==> config.mk <==
export PLATFORM = sky130hd
export DESIGN_NAME = alu_issue_ctrl_flat
export DESIGN_NICKNAME = d
export VERILOG_FILES = /design/src/rtl/alu_pkg.sv /design/src/rtl/alu_issue_ctrl_if.sv /design/src/rtl/alu_sel_decode.sv /design/src/rtl/alu_issue_ctrl.sv /design/src/flat_wrapper.sv
export SDC_FILE = /design/constraint.sdc
export NUM_CORES = 1
export LEC_CHECK = 0
export CAP_MARGIN = 40
export CORE_MARGIN = 4
export CORE_UTILIZATION = 30
export DETAILED_ROUTE_END_ITERATION = 7
export SLEW_MARGIN = 0
export SYNTH_ARGS = -nofsm -noshare
export SYNTH_HDL_FRONTEND = slang
export SYNTH_SLANG_ARGS = --single-unit
==> constraint.sdc <==
create_clock -name clk -period 6.26 [get_ports clk]
set_clock_uncertainty 0.2 [all_clocks]
set_input_delay 0.939 -clock clk [delete_from_list [all_inputs] [get_ports clk]]
set_output_delay 0.939 -clock clk [all_outputs]
set_load 0.02 [all_outputs]
==> src/rtl/alu_pkg.sv <==
// Shared constants and types for the RV32 ALU issue path.
package alu_pkg;

    // Opcodes handled by the integer ALU
    localparam logic [6:0] OPC_OP    = 7'b0110011;
    localparam logic [6:0] OPC_OPIMM = 7'b0010011;

    // funct3 values for the supported operations
    localparam logic [2:0] F3_ADD = 3'b000;
    localparam logic [2:0] F3_OR  = 3'b110;
    localparam logic [2:0] F3_AND = 3'b111;

    // funct7 values accepted on R-type
    localparam logic [6:0] F7_BASE = 7'b0000000;
    localparam logic [6:0] F7_ALT  = 7'b0100000;

    // ALU select codes: [3] = subtract, [2:0] = op
    localparam logic [3:0] SEL_ADD = 4'b0000;
    localparam logic [3:0] SEL_SUB = 4'b1000;
    localparam logic [3:0] SEL_OR  = 4'b0110;
    localparam logic [3:0] SEL_AND = 4'b0111;

    typedef enum logic [1:0] {
        StIdle,
        StExec,
        StResp
    } state_e;

    function automatic logic [31:0] sext_imm12(input logic [11:0] imm);
        return {{20{imm[11]}}, imm};
    endfunction

endpackage

==> src/rtl/alu_issue_ctrl_if.sv <==
// Request/response handshake bundle between register-read, issue control and consumer.
interface alu_issue_ctrl_if;
    logic        in_valid;
    logic        in_ready;
    logic [31:0] instr;
    logic [31:0] rs1_val;
    logic [31:0] rs2_val;

    logic        out_valid;
    logic        out_ready;
    logic [31:0] out_result;
    logic [4:0]  out_rd;
    logic        out_err;

    // Environment side: issues requests, consumes responses
    modport master (
        output in_valid, instr, rs1_val, rs2_val, out_ready,
        input  in_ready, out_valid, out_result, out_rd, out_err
    );

    // Controller side
    modport slave (
        input  in_valid, instr, rs1_val, rs2_val, out_ready,
        output in_ready, out_valid, out_result, out_rd, out_err
    );
endinterface

==> src/rtl/alu_sel_decode.sv <==
// Combinational decode of an RV32 instruction into ALU select, immediate and legality.
module alu_sel_decode
    import alu_pkg::*;
(
    input  logic [31:0] instr,
    output logic [3:0]  sel,
    output logic        use_imm,
    output logic [31:0] imm32,
    output logic        illegal
);

    logic [6:0] opcode;
    logic [2:0] funct3;
    logic [6:0] funct7;
    logic       is_r;
    logic       is_i;
    logic       unused_fields;

    assign opcode = instr[6:0];
    assign funct3 = instr[14:12];
    assign funct7 = instr[31:25];
    assign is_r   = (opcode == OPC_OP);
    assign is_i   = (opcode == OPC_OPIMM);

    // Register specifiers are carried by the caller, not needed for select decode
    assign unused_fields = ^{instr[19:15], instr[11:7]};

    // Select/legality decode; illegal encodings always present SEL_ADD
    always_comb begin
        sel     = SEL_ADD;
        illegal = 1'b0;
        use_imm = is_i;
        imm32   = sext_imm12(instr[31:20]);
        if (!is_r && !is_i) begin
            illegal = 1'b1;
        end else begin
            case (funct3)
                F3_ADD:  sel = (is_r && instr[30]) ? SEL_SUB : SEL_ADD;
                F3_OR:   sel = SEL_OR;
                F3_AND:  sel = SEL_AND;
                default: illegal = 1'b1;
            endcase
            // funct7 only constrains R-type; I-type bit 30 is immediate data
            if (is_r && !(funct7 == F7_BASE || (funct7 == F7_ALT && funct3 == F3_ADD))) begin
                illegal = 1'b1;
            end
        end
        if (illegal) begin
            sel = SEL_ADD;
        end
    end

endmodule

==> src/rtl/alu_issue_ctrl.sv <==
// Issue-side controller for the external combinational RV32 ALU.
// Accepts one request, drives the ALU for EXEC_CYCLES, returns the result.
module alu_issue_ctrl
    import alu_pkg::*;
#(
    parameter int unsigned EXEC_CYCLES = 1,
    parameter int unsigned CNT_W       = 16
) (
    input  logic               clk,
    input  logic               rst,
    alu_issue_ctrl_if.slave    bus,
    output logic [3:0]         sel_alu,
    output logic [31:0]        alu_a,
    output logic [31:0]        alu_b,
    input  logic [31:0]        alu_res,
    output logic [CNT_W-1:0]   op_cnt,
    output logic [CNT_W-1:0]   err_cnt
);

    localparam logic [3:0] EXEC_LOAD = 4'(EXEC_CYCLES - 1);

    state_e           state_q;
    logic             in_ready_q;
    logic             out_valid_q;
    logic [31:0]      out_result_q;
    logic [4:0]       out_rd_q;
    logic             out_err_q;
    logic [3:0]       sel_q;
    logic [31:0]      a_q;
    logic [31:0]      b_q;
    logic [3:0]       exec_q;
    logic [CNT_W-1:0] op_cnt_q;
    logic [CNT_W-1:0] err_cnt_q;

    logic [3:0]       dec_sel;
    logic             dec_use_imm;
    logic [31:0]      dec_imm;
    logic             dec_illegal;

    alu_sel_decode u_decode (
        .instr   (bus.instr),
        .sel     (dec_sel),
        .use_imm (dec_use_imm),
        .imm32   (dec_imm),
        .illegal (dec_illegal)
    );

    function automatic logic [CNT_W-1:0] sat_inc(input logic [CNT_W-1:0] v);
        return (&v) ? v : v + 1'b1;
    endfunction

    // Request FSM with every output held in a register
    always_ff @(posedge clk) begin
        if (rst) begin
            state_q      <= StIdle;
            in_ready_q   <= 1'b1;
            out_valid_q  <= 1'b0;
            out_result_q <= '0;
            out_rd_q     <= '0;
            out_err_q    <= 1'b0;
            sel_q        <= SEL_ADD;
            a_q          <= '0;
            b_q          <= '0;
            exec_q       <= '0;
            op_cnt_q     <= '0;
            err_cnt_q    <= '0;
        end else begin
            unique case (state_q)
                StIdle: begin
                    if (bus.in_valid) begin
                        in_ready_q <= 1'b0;
                        out_rd_q   <= bus.instr[11:7];
                        if (dec_illegal) begin
                            // Illegal requests skip the ALU entirely
                            out_err_q    <= 1'b1;
                            out_result_q <= '0;
                            out_valid_q  <= 1'b1;
                            err_cnt_q    <= sat_inc(err_cnt_q);
                            state_q      <= StResp;
                        end else begin
                            out_err_q <= 1'b0;
                            sel_q     <= dec_sel;
                            a_q       <= bus.rs1_val;
                            b_q       <= dec_use_imm ? dec_imm : bus.rs2_val;
                            exec_q    <= EXEC_LOAD;
                            state_q   <= StExec;
                        end
                    end
                end
                StExec: begin
                    if (exec_q == 4'd0) begin
                        out_result_q <= alu_res;
                        out_valid_q  <= 1'b1;
                        op_cnt_q     <= sat_inc(op_cnt_q);
                        // ALU ports idle at zero outside EXEC
                        sel_q        <= SEL_ADD;
                        a_q          <= '0;
                        b_q          <= '0;
                        state_q      <= StResp;
                    end else begin
                        exec_q <= exec_q - 4'd1;
                    end
                end
                StResp: begin
                    if (bus.out_ready) begin
                        out_valid_q <= 1'b0;
                        in_ready_q  <= 1'b1;
                        state_q     <= StIdle;
                    end
                end
                default: state_q <= StIdle;
            endcase
        end
    end

    assign bus.in_ready   = in_ready_q;
    assign bus.out_valid  = out_valid_q;
    assign bus.out_result = out_result_q;
    assign bus.out_rd     = out_rd_q;
    assign bus.out_err    = out_err_q;
    assign sel_alu        = sel_q;
    assign alu_a          = a_q;
    assign alu_b          = b_q;
    assign op_cnt         = op_cnt_q;
    assign err_cnt        = err_cnt_q;

endmodule
==> src/flat_wrapper.sv <==
// flat-port wrapper written by rule: the top's interface ports become plain ports
module alu_issue_ctrl_flat import alu_pkg::*;
#(
    parameter int unsigned EXEC_CYCLES = 1,
    parameter int unsigned CNT_W       = 16
)
  (clk, rst, sel_alu, alu_a, alu_b, alu_res, op_cnt, err_cnt, bus_in_valid, bus_instr, bus_rs1_val, bus_rs2_val, bus_out_ready, bus_in_ready, bus_out_valid, bus_out_result, bus_out_rd, bus_out_err);
  alu_issue_ctrl_if bus_i ();
  input  logic clk;
  input  logic rst;
  output logic [3:0] sel_alu;
  output logic [31:0] alu_a;
  output logic [31:0] alu_b;
  input  logic [31:0] alu_res;
  output logic [CNT_W-1:0] op_cnt;
  output logic [CNT_W-1:0] err_cnt;
  input wire logic [$bits(bus_i.in_valid)-1:0] bus_in_valid;
  input wire logic [$bits(bus_i.instr)-1:0] bus_instr;
  input wire logic [$bits(bus_i.rs1_val)-1:0] bus_rs1_val;
  input wire logic [$bits(bus_i.rs2_val)-1:0] bus_rs2_val;
  input wire logic [$bits(bus_i.out_ready)-1:0] bus_out_ready;
  output wire logic [$bits(bus_i.in_ready)-1:0] bus_in_ready;
  output wire logic [$bits(bus_i.out_valid)-1:0] bus_out_valid;
  output wire logic [$bits(bus_i.out_result)-1:0] bus_out_result;
  output wire logic [$bits(bus_i.out_rd)-1:0] bus_out_rd;
  output wire logic [$bits(bus_i.out_err)-1:0] bus_out_err;
  assign bus_i.in_valid = bus_in_valid;
  assign bus_i.instr = bus_instr;
  assign bus_i.rs1_val = bus_rs1_val;
  assign bus_i.rs2_val = bus_rs2_val;
  assign bus_i.out_ready = bus_out_ready;
  assign bus_in_ready = bus_i.in_ready;
  assign bus_out_valid = bus_i.out_valid;
  assign bus_out_result = bus_i.out_result;
  assign bus_out_rd = bus_i.out_rd;
  assign bus_out_err = bus_i.out_err;
  alu_issue_ctrl #(.EXEC_CYCLES(EXEC_CYCLES), .CNT_W(CNT_W)) u_core (.clk(clk), .rst(rst), .bus(bus_i), .sel_alu(sel_alu), .alu_a(alu_a), .alu_b(alu_b), .alu_res(alu_res), .op_cnt(op_cnt), .err_cnt(err_cnt));
endmodule
# Word-level counts from Yosys, hierarchy flattened

Cells that the tools add are included.

Add/subtract/negate cells: 3
Equal/unequal tests: 13
Bitwise logic cells: 2
Mux-type cells: 40
Reductions and logical operators: 27

Operators with widths:

| cell                                                                   | number |
|---|---|
| 32-bit 2-to-1 mux                                                      | 9 |
| 32-bit one-hot mux with 2 select lines                                 | 3 |
| 16-bit by 1-bit adder with 16-bit output (second input constant)       | 2 |
| 4-bit 2-to-1 mux                                                       | 8 |
| 16-bit AND reduction                                                   | 2 |
| 4-bit one-hot mux with 2 select lines                                  | 2 |
| 4-bit AND reduction                                                    | 4 |
| 7-bit by 6-bit equality test with 1-bit output (second input constant) | 2 |
| 4-bit one-hot mux with 3 select lines                                  | 1 |
| 1-bit 2-to-1 mux                                                       | 10 |
| 3-bit AND reduction                                                    | 3 |
| 2-bit 2-to-1 mux                                                       | 4 |
| 2-bit != test (second input constant)                                  | 4 |
| 7-bit by 5-bit equality test with 1-bit output (second input constant) | 1 |
| 7-bit logical NOT                                                      | 1 |
| 3-bit equality test (second input constant)                            | 2 |
| 2-bit one-hot mux with 3 select lines                                  | 1 |
| 5-bit AND reduction                                                    | 1 |
| 1-bit logical AND                                                      | 4 |
| 4-bit logical NOT                                                      | 1 |
| 2-bit by 1-bit != test with 1-bit output (second input constant)       | 2 |
| 2-bit nonzero test                                                     | 2 |
| 4-bit by 1-bit subtractor with 4-bit output (second input constant)    | 1 |
| 1-bit logical NOT                                                      | 3 |
| 11 further kinds                                                       | 12 |

Output and inout port bits: 140
Register bits: 146

# Logic depth before layout (Yosys ltp)

Gate-level depths: netlist of the first run.

Word-level depth: 10
Gate-level depth with buffers: 9

# Modules after synthesis

From an unflattened synthesis of the first run, not the netlist that was laid out.

Cells, all modules: 699
Area total of the unflattened synthesis: 6327.3 µm²

By module, submodules not included:

| module         | times used | area each (µm²) | cells each |
|---|---|---|---|
| alu_issue_ctrl | 1          | 5936.9          | 648 |
| alu_sel_decode | 1          | 390.4           | 51 |

# Least setup slack after synthesis of the first run

No wires, ideal clock.

Path type: input port to flip-flop
Start point: input port bus_instr[27]
End point: register u_core.err_cnt_q[13] (netlist: u_core.err_cnt[13])
Arrival time: 2.713 ns
Stages: 5
Buffers on the path: 0
Setup slack: 3.226 ns
Library setup time: 0.121 ns
Cells stage by stage: or4_4 o41a_4 nor2_1 or3_1 mux2_2

Word-level cells in the longest chain between the ends: 8
Elaborated cells between the ends (all ways): 9

RTL lines:

| what                                           | line                 | RTL |
|---|---|---|
| from (decl)                                    | flat_wrapper.sv:18   | `input wire logic [$bits(bus_i.instr)-1:0] bus_instr;` |
| 7-bit by 6-bit equality test with 1-bit output | alu_sel_decode.sv:44 | `if (is_r && !(funct7 == F7_BASE \|\| (funct7 == F7_ALT && funct3 == F3_ADD))) begin` |
| 1-bit logical AND                              | alu_sel_decode.sv:44 |  |
| 1-bit logical OR *                             | alu_sel_decode.sv:44 |  |
| 1-bit logical NOT *                            | alu_sel_decode.sv:44 |  |
| 1-bit logical AND *                            | alu_sel_decode.sv:44 |  |
| 1-bit 2-to-1 mux *                             | alu_sel_decode.sv:44 |  |
| 1-bit 2-to-1 mux *                             | alu_sel_decode.sv:34 | `if (!is_r && !is_i) begin` |
| 4-bit AND reduction (no source line) *         | -                    |  |
| to (signal assigned)                           | alu_issue_ctrl.sv:78 | `err_cnt_q <= sat_inc(err_cnt_q);` |
| to (decl)                                      | alu_issue_ctrl.sv:33 | `logic [CNT_W-1:0] err_cnt_q;` |

Every way passes the cells marked *; elsewhere a longest branch is shown, timed or not.
A chain may end at the register's enable or synchronous reset.

# Final worst setup path of the first run

Start point: input port bus_instr[3]
End point: register u_core.b_q[23] (netlist: u_core.alu_b[23])

Word-level cells in the longest chain between the ends: 6
Elaborated cells between the ends (all ways): 14

RTL lines:

| what                                                                                                             | line                                       | RTL |
|---|---|---|
| 7-bit by 6-bit equality test with 1-bit output or 7-bit by 5-bit equality test with 1-bit output (tied branches) | alu_sel_decode.sv:22, alu_sel_decode.sv:23 |  |
| 1-bit logical AND or 1-bit logical NOT (tied branches)                                                           | alu_sel_decode.sv:44, alu_sel_decode.sv:34 |  |
| 1-bit 2-to-1 mux or 1-bit logical AND (tied branches)                                                            | alu_sel_decode.sv:44, alu_sel_decode.sv:34 |  |
| 1-bit 2-to-1 mux                                                                                                 | alu_sel_decode.sv:34                       |  |
| 2-bit != test (no source line)                                                                                   | -                                          |  |
| 4-bit AND reduction (no source line)                                                                             | -                                          |  |
| to (signal assigned)                                                                                             | alu_issue_ctrl.sv:84                       | `b_q <= dec_use_imm ? dec_imm : bus.rs2_val;` |
| to (decl)                                                                                                        | alu_issue_ctrl.sv:30                       | `logic [31:0] b_q;` |

Parallel ways exist; a longest one is shown, timed or not. The select of a mux whose other input is x is not followed.

==> results of run 1 <==
-- layout make-up --
class / instances / area [µm²] / share of cell area, %
tap: 275 / 344 / 3.51
multi-input combinational: 456 / 3060 / 31.2
sequential: 145 / 2900 / 29.6
timing repair buffer: 276 / 2770 / 28.2
clock buffer: 19 / 453 / 4.62
inverter: 40 / 150 / 1.53
clock inverter: 12 / 134 / 1.36
-- per-layer routing --
| metal | wire (µm) | part of all wire [%] |
|---|---|---|
| met2 | 9040 | 46 |
| met1 | 9020 | 46 |
| met4 | 255 | 1.3 |
| met3 | 1280 | 6.5 |
| met5 | 0 | 0 |
-- how the worst max path moves through the flow --
stage	cells past startpoint	slack [ns]	startpoint	end
CTS	8	2.58	bus_instr[3]	u_core.alu_b[23]
global route	8	2.45	bus_instr[2]	u_core.alu_b[19]
global placement	8	2.17	bus_instr[3]	u_core.alu_b[19]
detailed placement	8	2.14	bus_instr[3]	u_core.alu_b[23]
floorplan	5	3.23	bus_instr[27]	u_core.err_cnt[13]
finish	8	2.61	bus_instr[3]	u_core.alu_b[23]
-- registers in the layout, summed over array words and instances, names as in the netlist --
register / count
u_core.alu_a: 32
u_core.exec_q: 4
u_core.bus.out_err: 1
u_core.bus.out_rd: 5
u_core.bus.out_valid: 1
u_core.bus.in_ready: 1
u_core.sel_alu: 3
u_core.alu_b: 32
u_core.err_cnt: 16
u_core.state_q: 2
u_core.op_cnt: 16
u_core.bus.out_result: 32
-- stage by stage --
stage / hold slack (ns) / instance area, µm² / util, %
floorplan: 0.276 / 6370 / -
global placement: 0.242 / 9180 / 43.8
detailed placement: 0.249 / 9230 / 44.0
CTS: 0.256 / 9810 / 46.8
global route: 0.285 / 9810 / 46.8
finish: 0.253 / 9810 / 46.8
-- kinds of logic (layout without fill, tap and decap cells) --
kind of cell,count (synthesis),after routing,share of synthesized area (%)
AO/OA/AOI/OAI,185,185,22.5
XOR/XNOR,10,10,1.37
adder cells (fa/ha/maj),4,4,0.785
buffers and inverters,95,347,6.58
flip-flops,145,145,45.5
multiplexers,21,21,3.47
AND/OR/NAND/NOR,236,236,19.8
-- report_power, final --
part	internal [W]	total [W]	switching (W)
Clock	0.000607	0.00101	0.000403
Sequential	0.000928	0.000933	0.00000460
Combinational	0.000103	0.000174	0.0000714
Total	0.00164	0.00212	0.000479
-- cells in the mapped netlist (3+ instances only) --
cell type | count | area share, %
o31ai_1 | 5 | 0.59
mux2i_1 | 12 | 1.9
buf_6 | 5 | 0.88
nor4_1 | 7 | 0.69
inv_1 | 40 | 2.4
o211ai_1 | 4 | 0.47
or3_1 | 11 | 1.1
and4_1 | 4 | 0.55
mux2_2 | 7 | 1.2
nand2_1 | 30 | 1.8
a2bb2oi_1 | 11 | 1.5
xnor2_1 | 3 | 0.41
or4_1 | 5 | 0.59
nor3b_1 | 4 | 0.47
buf_4 | 5 | 0.59
a211oi_1 | 3 | 0.35
a31oi_1 | 5 | 0.49
buf_2 | 5 | 0.39
nor3_1 | 4 | 0.31
nand2b_1 | 55 | 5.4
clkbuf_1 | 38 | 2.2
dfxtp_1 | 145 | 46
and3_1 | 3 | 0.29
nand3_1 | 11 | 0.86
o21ai_0 | 10 | 0.79
nor2_1 | 72 | 4.2
a22oi_1 | 25 | 2.9
o32ai_1 | 53 | 7.3
a21oi_1 | 46 | 3.6
a22oi_2 | 7 | 1.4
nor2b_1 | 11 | 1.1
nand4_1 | 9 | 0.88
ha_1 | 4 | 0.79
xor2_1 | 7 | 0.96
-- worst register-to-register path: stages (launching register included) --
cell     delay, ns
dfxtp_1       0.31
inv_1         0.12
ha_1          0.17
or3b_2        0.57
nor2_2        0.14
buf_4         0.40
o31ai_1       0.33
or3_1         0.41
a21oi_1       0.14
==> impl_metrics.toml, run 1 <==
[outcome]
status = "finished, final reports clean"

[floorplanning]
row_count = 53
dieArea_mm2 = 0.0236
start_util_pct = 30.4
core_mm2 = 0.0210
die_w_um = 154
ios = 272
die_h_um = 154

[logic_synthesis]
ys_ff_latch = 145
synthesis.nets = 832
ys_types = 57
synth_edf_count = 0
synth_ff_type = "dfxtp_1"
synth_area_per_cell_um2 = 9.16
yosysWarnings = 0
syn_inst = 696
synth.cell_area_mm2 = 0.00637
ys_seq_area_share_pct = 45.5
synthArstFlopShare_pct = 0

[power_and_ir_drop]
p_total_w = 0.00212
leakage_nw = 3.37
p_per_area_mw_per_mm2 = 216
vdd_drop_max_mv = 0.170

[setup_path]
slowest_stage = "or4b_1"
worstPathArrival_ns = 3.75
r2r-start = "u_core.exec_q[0]"
crit_top_cell = "buf_4"
path_class = "input pin to flop"
crit_chain = "clkdlybuf4s50_1 > or4b_1 > or3_1 > buf_4 > nor2_1 > buf_4 > a21oi_1 > o32ai_1"
cp_data_required_time_ns = 6.36
cp_top_family = "simple AND/OR/NAND/NOR gates"
cp_slowest_stage_delay_ns = 0.61
cp_max_fo = 33
reg2reg_to = "u_core.op_cnt[3]"
reg2reg_slack_ns = 3.42
start_kind = "input pin"
endpoint_kind = "flop"
ff2ff_path_depth = 8
crit_buf_inv = 3

[route]
dr.pass1.iters = 4
routed_wl_um = 19600
vias = 5926
drcViolationCount = 0
viasPerCell = 4.85
antenna_left = 0
drt_iter0_drc = 248
wire_per_inst_um = 16.0

[timing]
slew_violations = 0
setup_tns_ns = 0
fin_crit_sh_pct = 58.2
setup_viol = 0
worst_slack_ns = 2.61
worstMarginPinSlew_ns = 0.875
rsz0062_at_grt = "no"
period_needed_ns = 3.65
max-slew-margin-rel_pct = 41.2
hold_viol = 0
fmax_ghz = 0.274

[clock_tree]
clock_tree.root_cell = "clkbuf_16"
cts_tree = "built"
cts_resized = 0
cts_max_level = 4
cts-buffers-inserted = 17
insertion_delay_ns = 0.42
cts.clk_slew.worst_paths_ns = 0.06
hold_buffers = 0
clock-sinks = 145
cts_setup_buffers = 0
cts.path.max_buffers = 2

[place]
placed_cells = 1192
place_ws_ns = 2.14
numPortBuffers = 266
dp_hpwl_um = 13600
gp_congestion = 0.763

[hold_path]
holdPathStages = 2
hp-start = "u_core.bus.out_rd[1]"
min_to = "u_core.bus.out_rd[1]"
hold_class = "flop to flop"

[finish]
final_common_cell = "clkdlybuf4s50_1"
fillers = 2019
area_growth_pct = 53.9
nets = 1072
final_cell_mix = "clkdlybuf4s50_1, dfxtp_1, nor2_1"
drive_gt1_share_pct = 7.28
instances_no_fill = 1223
antenna-diode-count = 0

[global_route]
grt_usage_pct = 15.8
met3_usage_pct = 5.21
gr-usage-met1_pct = 21.1
grt_max_degree = 114
globalRouteMet2Util_pct = 24.5
grt_pass1_wl_um = 30500
grt_overflow_total = 0
grt-busiest-layer = "met2"
grt_pass1_vias = 5579
antenna_found_initial = 0

[job]
drv_cap = 0
Power figures use the tool's default switching activity.
==> run 2: changes to the inputs <==
==> constraint.sdc (replaced) <==
create_clock -name clk -period 3.3 [get_ports clk]
set_clock_uncertainty 0.2 [all_clocks]
set_input_delay 0.495 -clock clk [delete_from_list [all_inputs] [get_ports clk]]
set_output_delay 0.495 -clock clk [all_outputs]
set_load 0.02 [all_outputs]
==> run 2 against run 1 <==
Net effect: sequential share of layout area fell by 0.53 points; combinational power rose by 95%; clock power rose by 110%; critical path depth did not move; highest routed layer unchanged; non-clock buffer count rose by 13; critical path type is now flop to flop; utilization rose by 0.85 points.
==> impl_metrics.toml, run 2 (synthesis results as in run 1) <==
[timing]
worstMarginPinSlew_ns = 0.860
fmax_ghz = 0.356
fin_crit_sh_pct = 85.0
setup_viol = 0
hold_viol = 0
period_needed_ns = 2.81
slew_violations = 0
setup_tns_ns = 0
max-slew-margin-rel_pct = 42.2
rsz0062_at_grt = "no"
worst_slack_ns = 0.494

[finish]
nets = 1085
seq_area_mm2 = 0.00290
area_growth_pct = 56.7
instances_no_fill = 1237
multi_input_area_mm2 = 0.00306
final_common_cell = "clkdlybuf4s50_1"
fillers = 2041
drive_gt1_share_pct = 8.52
antenna-diode-count = 0
finish.utilization_pct = 47.7
final_cell_mix = "clkdlybuf4s50_1, dfxtp_1, nor2_1"

[floorplanning]
row_count = 53
ios = 272
dieArea_mm2 = 0.0236
die_h_um = 154
start_util_pct = 30.4
die_w_um = 154
core_mm2 = 0.0210

[global_route]
grt_usage_pct = 16.0
grt_pass1_wl_um = 31000
grt_pass1_vias = 5744
antenna_found_initial = 0
grt_max_degree = 101
grt_overflow_total = 0

[route]
antenna_left = 0
wire_per_inst_um = 15.9
wl_met1_um = 8870
drt_iter0_drc = 265
vias = 6019
viasPerCell = 4.87
wl_met3_um = 1410
top_layer_used = "met4"
dr.pass1.iters = 6
drcViolationCount = 0
routed_wl_um = 19700
wl_met2_um = 9190

[power_and_ir_drop]
p_per_area_mw_per_mm2 = 420
vdd_drop_max_mv = 0.326
leakage_nw = 3.47
p_total_w = 0.00419

[setup_path]
reg2reg_slack_ns = 0.49
ff2ff_path_depth = 8
start_kind = "flop"
path_class = "flop to flop"
worstPathArrival_ns = 2.88
cp_data_required_time_ns = 3.38
endpoint_kind = "flop"
cp_max_fo = 7

[clock_tree]
cts_resized = 0
insertion_delay_ns = 0.41
cts-buffers-inserted = 17
cts_tree = "built"
clock-sinks = 145
cts_setup_buffers = 0
cts_max_level = 4
clock_tree.root_cell = "clkbuf_16"
cts.clk_slew.worst_paths_ns = 0.06
hold_buffers = 0
cts.path.max_buffers = 2

[hold_path]
hold_class = "flop to flop"
holdPathStages = 2

[place]
placed_cells = 1205
place_ws_ns = 0.160
dp_hpwl_um = 13900
gp_congestion = 0.772
numPortBuffers = 266

[job]
drv_cap = 0

[outcome]
status = "finished, final reports clean"
==> run 2: final cells by class <==
type | count | area share, %
clock inverters | 12 | 1.80
multi-input cells | 456 | 30.6
clock buffers | 20 | 4.57
flip-flops and latches | 145 | 29.1
inverters | 40 | 1.50
well taps | 275 | 3.44
repair buffers | 289 | 29.0
==> run 2: power breakdown <==
group / switching (W) / internal [W]
clock network: 0.000774 / 0.00131
registers: 0.00000855 / 0.00176
logic: 0.000137 / 0.000203
==> run 2: through the flow <==
step	hold slack, ns	instance area (µm²)
3_5_place_dp	0.251	9350
5_1_grt	0.272	9990
4_1_cts	0.258	9990
6_report	0.254	9990
2_1_floorplan	0.276	6370
3_3_place_gp	0.242	9350
==> run 2: critical path, stage by stage, from the launching register on <==
cell       delay (ns)
dfxtp_1          0.31
inv_1            0.11
ha_1             0.17
or3b_2           0.57
o21ai_0          0.51
a31oi_1          0.35
buf_4            0.26
a2bb2oi_1        0.15
nor2_1           0.05
==> run 2: worst paths after layout <==
check	end	start
max	u_core.alu_b[3]	u_core.exec_q[0]
min	u_core.bus.out_err	u_core.bus.out_err
max reg2reg	u_core.alu_b[3]	u_core.exec_q[0]
min reg2reg	u_core.bus.out_err	u_core.bus.out_err
==> run 2: routing by layer <==
layer  vias up  global-route usage, %
met3        18                   5.49
li1       3029                      -
met2       185                   25.7
met4         0                   4.58
met5         -                      0
met1      2787                   20.5
==> run 3: changes to the inputs <==
--- a/config.mk
+++ b/config.mk
@@ -5,7 +5,7 @@
 export SDC_FILE = /design/constraint.sdc
 export NUM_CORES = 1
 export LEC_CHECK = 0
-export CAP_MARGIN = 40
+export CAP_MARGIN = 20
 export CORE_MARGIN = 4
 export CORE_UTILIZATION = 30
 export DETAILED_ROUTE_END_ITERATION = 7
==> results of run 3 <==
Same layout as run 2: the final DEF is identical, and so are final timing and power.
